$ cat config.mk
export PLATFORM = sky130hd
export DESIGN_NAME = load_store_unit
export DESIGN_NICKNAME = d
export VERILOG_FILES = /design/src/rtl/lsu_pkg.sv /design/src/rtl/load_extend.sv /design/src/rtl/load_store_unit.sv
export SDC_FILE = /design/constraint.sdc
export NUM_CORES = 1
export LEC_CHECK = 0
export CAP_MARGIN = 20
export CORE_ASPECT_RATIO = 0.5
export CORE_MARGIN = 8
export CORE_UTILIZATION = 35
export CTS_BUF_LIST = sky130_fd_sc_hd__clkbuf_4
export CTS_CLUSTER_SIZE = 40
export DETAILED_ROUTE_END_ITERATION = 10
export PLACE_DENSITY = 0.71
export SLEW_MARGIN = 20
export SYNTH_ARGS = -nofsm -noshare
export SYNTH_HDL_FRONTEND = slang
export SYNTH_HIERARCHICAL = 1
export SYNTH_SLANG_ARGS = --single-unit
$ cat constraint.sdc
create_clock -name clk -period 2.4 [get_ports clk]
set_input_delay 0.36 -clock clk [delete_from_list [all_inputs] [get_ports clk]]
set_output_delay 0.36 -clock clk [all_outputs]
set_load 0.1 [all_outputs]
$ cat src/rtl/lsu_pkg.sv
// ----------------------------------------------------------------------------
// lsu_pkg
// Shared types and constants for the load/store unit:
//   - lsu_state_e : controller states (IDLE / ACCESS / RESP)
//   - F3_*        : RV32 load/store funct3 encodings
//   - SZ_*        : memory write size codes (byte / half / word)
//   - lsu_bytes() : number of bytes touched for a given size code
// ----------------------------------------------------------------------------
package lsu_pkg;

  typedef enum logic [1:0] {
    IDLE   = 2'd0,
    ACCESS = 2'd1,
    RESP   = 2'd2
  } lsu_state_e;

  localparam logic [2:0] F3_B  = 3'b000;
  localparam logic [2:0] F3_H  = 3'b001;
  localparam logic [2:0] F3_W  = 3'b010;
  localparam logic [2:0] F3_BU = 3'b100;
  localparam logic [2:0] F3_HU = 3'b101;

  localparam logic [1:0] SZ_B = 2'd0;
  localparam logic [1:0] SZ_H = 2'd1;
  localparam logic [1:0] SZ_W = 2'd2;

  // Size code 3 never reaches memory (rejected as illegal); it is mapped to 4
  // so the range check stays conservative.
  function automatic logic [2:0] lsu_bytes(input logic [1:0] sz);
    logic [2:0] n;
    case (sz)
      SZ_B:    n = 3'd1;
      SZ_H:    n = 3'd2;
      default: n = 3'd4;
    endcase
    return n;
  endfunction

endpackage

$ cat src/rtl/load_extend.sv
// ----------------------------------------------------------------------------
// load_extend
// Combinational load-data formatter. The memory returns the word starting at
// the accessed byte address, so the wanted byte/half is always in the low
// bits; this block only sign- or zero-extends it.
//   i_funct3 : load funct3 (B, H, W, BU, HU)
//   i_raw    : raw 32-bit word from memory
//   o_result : extended 32-bit load result
// ----------------------------------------------------------------------------
module load_extend
  import lsu_pkg::*;
(
  input  logic [2:0]  i_funct3,
  input  logic [31:0] i_raw,
  output logic [31:0] o_result
);

  always_comb begin
    o_result = i_raw;
    case (i_funct3)
      F3_B:    o_result = {{24{i_raw[7]}},  i_raw[7:0]};
      F3_H:    o_result = {{16{i_raw[15]}}, i_raw[15:0]};
      F3_BU:   o_result = {24'd0, i_raw[7:0]};
      F3_HU:   o_result = {16'd0, i_raw[15:0]};
      default: o_result = i_raw;
    endcase
  end

endmodule

$ cat src/rtl/load_store_unit.sv
// ----------------------------------------------------------------------------
// load_store_unit
// Initiator side of the byte-addressed rwmemory port. Takes one load/store
// from the core, rejects illegal requests without touching memory, performs
// a single-cycle memory access for legal ones and returns a registered
// response that is held until the core accepts it.
//
// Ports
//   clk, reset              clock / asynchronous active-high reset
//   req_valid, req_ready    request handshake (ready only in IDLE)
//   req_store, req_funct3   operation: store flag + RV32 funct3
//   req_addr, req_wdata     byte address, LSB-aligned store data
//   rsp_valid, rsp_ready    response handshake
//   rsp_rdata, rsp_err      extended load data (0 for stores/errors), error
//   mem_en, mem_wen         memory enable / write enable (ACCESS only)
//   mem_addr                memory byte address
//   mem_data_in_w           write size code (0 byte, 1 half, 2 word)
//   mem_data_in             write data
//   mem_data_out            memory read data (combinational in memory)
//
// state  | meaning
// -------+---------------------------------------------------------------
// IDLE   | ready for a request; legal -> ACCESS, illegal -> RESP with err
// ACCESS | mem_en high for exactly one cycle; load data captured at its end
// RESP   | response held until rsp_valid & rsp_ready, then back to IDLE
// ----------------------------------------------------------------------------
module load_store_unit
  import lsu_pkg::*;
#(
  parameter int MEMSIZE = 'h400,
  parameter int DWIDTH  = 32,
  localparam int AWIDTH = $clog2(MEMSIZE)
) (
  input  logic              clk,
  input  logic              reset,
  input  logic              req_valid,
  output logic              req_ready,
  input  logic              req_store,
  input  logic [2:0]        req_funct3,
  input  logic [31:0]       req_addr,
  input  logic [DWIDTH-1:0] req_wdata,
  output logic              rsp_valid,
  input  logic              rsp_ready,
  output logic [DWIDTH-1:0] rsp_rdata,
  output logic              rsp_err,
  output logic              mem_en,
  output logic              mem_wen,
  output logic [AWIDTH-1:0] mem_addr,
  output logic [2:0]        mem_data_in_w,
  output logic [DWIDTH-1:0] mem_data_in,
  input  logic [DWIDTH-1:0] mem_data_out
);

  localparam logic [32:0] MEM_LIMIT = 33'(MEMSIZE);

  lsu_state_e r_state;
  logic       r_store;
  logic [2:0] r_funct3;

  logic        w_f3_ok;
  logic        w_store_ok;
  logic        w_align_ok;
  logic        w_range_ok;
  logic        w_legal;
  logic [32:0] w_end;
  logic [31:0] w_ext;

  // ------------------------------------------------------------------
  // Request legality, evaluated on the live request inputs in IDLE
  // ------------------------------------------------------------------
  always_comb begin
    w_f3_ok = 1'b0;
    case (req_funct3)
      F3_B, F3_H, F3_W, F3_BU, F3_HU: w_f3_ok = 1'b1;
      default:                        w_f3_ok = 1'b0;
    endcase
  end

  // Unsigned variants only exist for loads.
  assign w_store_ok = !(req_store && req_funct3[2]);

  always_comb begin
    w_align_ok = 1'b1;
    case (req_funct3[1:0])
      SZ_H:    w_align_ok = (req_addr[0] == 1'b0);
      SZ_W:    w_align_ok = (req_addr[1:0] == 2'b00);
      default: w_align_ok = 1'b1;
    endcase
  end

  // End address computed one bit wider so addresses near 2^32 cannot wrap
  // around and look in range.
  assign w_end      = {1'b0, req_addr} + {30'd0, lsu_bytes(req_funct3[1:0])};
  assign w_range_ok = (req_addr[31:AWIDTH] == '0) && (w_end <= MEM_LIMIT);

  assign w_legal = w_f3_ok && w_store_ok && w_align_ok && w_range_ok;

  // ------------------------------------------------------------------
  // Load data formatting
  // ------------------------------------------------------------------
  load_extend u_load_extend (
    .i_funct3 (r_funct3),
    .i_raw    (mem_data_out),
    .o_result (w_ext)
  );

  // Gated with reset so the core sees not-ready for the whole reset pulse.
  assign req_ready = (r_state == IDLE) && !reset;

  // ------------------------------------------------------------------
  // Controller with registered outputs
  // ------------------------------------------------------------------
  always_ff @(posedge clk or posedge reset) begin
    if (reset) begin
      r_state       <= IDLE;
      r_store       <= 1'b0;
      r_funct3      <= 3'd0;
      rsp_valid     <= 1'b0;
      rsp_rdata     <= '0;
      rsp_err       <= 1'b0;
      mem_en        <= 1'b0;
      mem_wen       <= 1'b0;
      mem_addr      <= '0;
      mem_data_in_w <= 3'd0;
      mem_data_in   <= '0;
    end else begin
      case (r_state)
        IDLE: begin
          if (req_valid) begin
            r_store  <= req_store;
            r_funct3 <= req_funct3;
            if (w_legal) begin
              r_state       <= ACCESS;
              mem_en        <= 1'b1;
              mem_wen       <= req_store;
              mem_addr      <= req_addr[AWIDTH-1:0];
              mem_data_in_w <= {1'b0, req_funct3[1:0]};
              mem_data_in   <= req_wdata;
            end else begin
              r_state   <= RESP;
              rsp_valid <= 1'b1;
              rsp_err   <= 1'b1;
              rsp_rdata <= '0;
            end
          end
        end

        ACCESS: begin
          // Store commits and load data is sampled at this edge.
          r_state       <= RESP;
          rsp_valid     <= 1'b1;
          rsp_err       <= 1'b0;
          rsp_rdata     <= r_store ? '0 : w_ext;
          mem_en        <= 1'b0;
          mem_wen       <= 1'b0;
          mem_addr      <= '0;
          mem_data_in_w <= 3'd0;
          mem_data_in   <= '0;
        end

        RESP: begin
          if (rsp_ready) begin
            r_state   <= IDLE;
            rsp_valid <= 1'b0;
            rsp_err   <= 1'b0;
            rsp_rdata <= '0;
          end
        end

        default: begin
          r_state <= IDLE;
        end
      endcase
    end
  end

endmodule

==> results.md <==
* Worst EP required at 2.78 ns
* Placed Instance Area at 6220 sq um
* HPWL Detailed at 9080 um
* Drt via density at 4.64
* Status: complete, no violations
* Register bit total from synthesis at 86
* Synth warn at 6
* Startpoint Class: input port
* Post-route insts no fill at 774
* Initial Util at 0.360
* Worst-Skew Late Latency at 0.44 ns
* Largest net degree at the start of global routing at 49
* Slew @ Worst Pin at 0.783 ns
* Clk pwr share at 0.251
* Max-Cap Viols at 0
* Switching power at 1340 uW
* Final ANT Viol Nets at 0
* DRT iter0 DRCs at 214
* WHS at 0.284 ns
* CTS tree: built
* Clock sinks at 86
* Hold-critical path depth at 3
* Full die area at 16200 sq um
* Layout Nets at 722
* CTS Buffer Depth at 2
* R2R Setup Slk at 0.41 ns
* Initial antenna violation count at 0
* Filler cells at 1079
* Share of cells above drive strength 1 at 0.294
* Most common cell after layout, fill and taps aside: buf_4
* Switching share of total power at 0.331
* Via count at 3591
* RD Place Congestion at 0.746
* Die width at 172 um
* CTS Buf Count at 9
* Clock Root Buffer: clkbuf_4
* Pwr Density at 606 nW/um^2
* Setup crit end kind: register
* R2R cell count at 9
* Async set-or-reset flop fraction in the synthesized netlist at 1.00
* Worst vdd ir at 0.352 mV
* First-pass GRT wire length at 19700 um
* I/O Pins at 186
* Fin. Hold Viols at 0
* GR Overflow Total at 0
* Rel. slew slack at 0.467
* Final setup viols at 0
* DRC Markers at 0
* Slew Viols, Final at 0
* Post-Synthesis Cells at 395
* All-Layer GR Usage at 0.153
* # port buffers at 184
* Hold Crit Class: input port to register
* Reg clk slew, reported paths at 0.14 ns
* Commonest non-fill, non-tap cells in the layout: buf_4, clkdlybuf4s50_1, dfrtp_1
* Synthesized area per cell at 10.8 sq um
* Fin Clk Skew at 0.0143 ns
* Logic pwr share at 0.358
* Post-route setup slack at 0.0596 ns
* Internal Power at 2720 uW
* Critical path fanouts, max at 8
* Synth cell types at 47
* Peak Freq at 0.427 GHz
* Final wirelength at 12900 um
* Vias in the first global route at 3754
* Placed cell count at 746
* Critical Setup Path Class: input port to register
* Fin crit period at 2.34 ns
* Main synth FF type: dfrtp_1
* Drt pass-1 iters at 4
* Leakage power at 0.00317 uW
* Die Ht at 94.1 um
* Pre-CTS setup slack at -1.06 ns
* Tcrit/Tclk final at 0.975
* Area Growth Syn to Fin at 57.2%
* Placeable Area at 11800 sq um
* Wire per inst at 16.6 um
* Final Instance Area at 6700 sq um
* Sequential power share at 0.391
* CTS HTree Levels at 3
* Number of flops mapped to enable cells by yosys at 0
* Placement Rows at 28
* Antenna Cells at 0
* RSZ-0062 raised after global routing: true
* Synth Net Count at 512
* Hold_buf cts at 0
* Netlist Area Pre-Place at 4260 sq um
* Arrival @ worst endpoint at 2.72 ns
* Seq/Total Area, Yosys at 0.505
worst max-delay path, cell delays in order:
cell and delay, ns:
buf_12 0.10, inv_8 0.03, ha_4 0.15, ha_4 0.16, fa_2 0.40, a21oi_4 0.19
xor2_1 0.16, a31o_2 0.19, a31oi_4 0.10, buf_6 0.15, o31ai_4 0.23, buf_6 0.18
buf_12 0.14, mux2i_1 0.18
power groups by stage:
stage | clock [uW] | combinational (uW) | sequential (uW)
global route | 1120 | 1580 | 1600
global placement | 0 | 1220 | 1610
floorplan | 0 | 797 | 1690
detailed placement | 0 | 1230 | 1610
CTS | 1060 | 1540 | 1580
finish | 1020 | 1450 | 1590
through the flow:
stage | total power (uW) | TNS [ns] | util
3_5_place_dp | 2850 | -83.17 | 0.525
5_1_grt | 4300 | -1.34 | 0.566
3_3_place_gp | 2830 | -80.04 | 0.525
6_report | 4060 | 0 | 0.566
4_1_cts | 4190 | -1.11 | 0.563
2_1_floorplan | 2490 | -14.36 | -
synth_stat cells (5+ instances only):
cell	count	area, sq um
dfrtp_1	86	2150
nand2_1	64	240
inv_1	42	158
a22o_1	40	350
mux2i_1	34	340
o21ai_0	27	135
buf_4	13	97.6
ha_1	12	150
nor2_1	8	30.0
buf_6	7	78.8
nor4_1	7	43.8
clkbuf_1	6	22.5
a22o_2	5	50.1
cells by family (layout without fill, tap and decap cells):
group	Yosys count	after routing	share of synthesized area
adder cells (fa/ha/maj)	13	13	0.0399
other	1	1	0.000879
buffers and inverters	76	290	0.102
AND/OR/NAND/NOR	90	90	0.0954
AO/OA/AOI/OAI	88	88	0.161
multiplexers	37	37	0.0883
flip-flops	86	86	0.505
XOR/XNOR	4	4	0.00822
worst paths after layout:
check / startpoint / endpoint
max in group asynchronous: reset / mem_addr[7]
min in group asynchronous: reset / rsp_rdata[27]
worst min-delay path: req_funct3[0] / mem_data_in_w[0]
worst max-delay path: req_funct3[0] / rsp_rdata[4]
worst max register to register: r_state[1] / rsp_rdata[4]
worst min register to register: mem_data_in[5] / mem_data_in[5]
area by class of cell:
| cell class | count | area [sq um] | area share |
|---|---|---|---|
| clock inverter | 6 | 110 | 0.0164 |
| clock buffer | 9 | 67.6 | 0.0101 |
| inverter | 43 | 185 | 0.0276 |
| timing repair buffer | 232 | 2170 | 0.324 |
| tap | 165 | 206 | 0.0308 |
| multi-input combinational | 233 | 1810 | 0.270 |
| sequential | 86 | 2150 | 0.321 |
state kept, by name (all words and copies together) (netlist names):
| signal | cells |
|---|---|
| mem_wen | 1 |
| mem_addr | 10 |
| rsp_valid | 1 |
| r_funct3 | 3 |
| mem_en | 1 |
| r_state | 2 |
| r_store | 1 |
| rsp_rdata | 32 |
| mem_data_in_w | 2 |
| mem_data_in | 32 |
| rsp_err | 1 |
what timing repair did:
action | CTS | global route
endpoints found under the setup margin | 82 | 80
gates resized for setup | 29 | 17
buffers inserted | 9 | 2
gates cloned | 3 | 4
pin swaps | 12 | 10
per-layer routing:
layer,share of wire,global-route usage,vias up
met1,0.42,0.178,1726
met4,0.012,0.0371,0
met5,0,0,-
li1,-,-,1765
met2,0.52,0.279,88
met3,0.048,0.0394,12
Note: power is estimated with default switching activity, not from simulation.
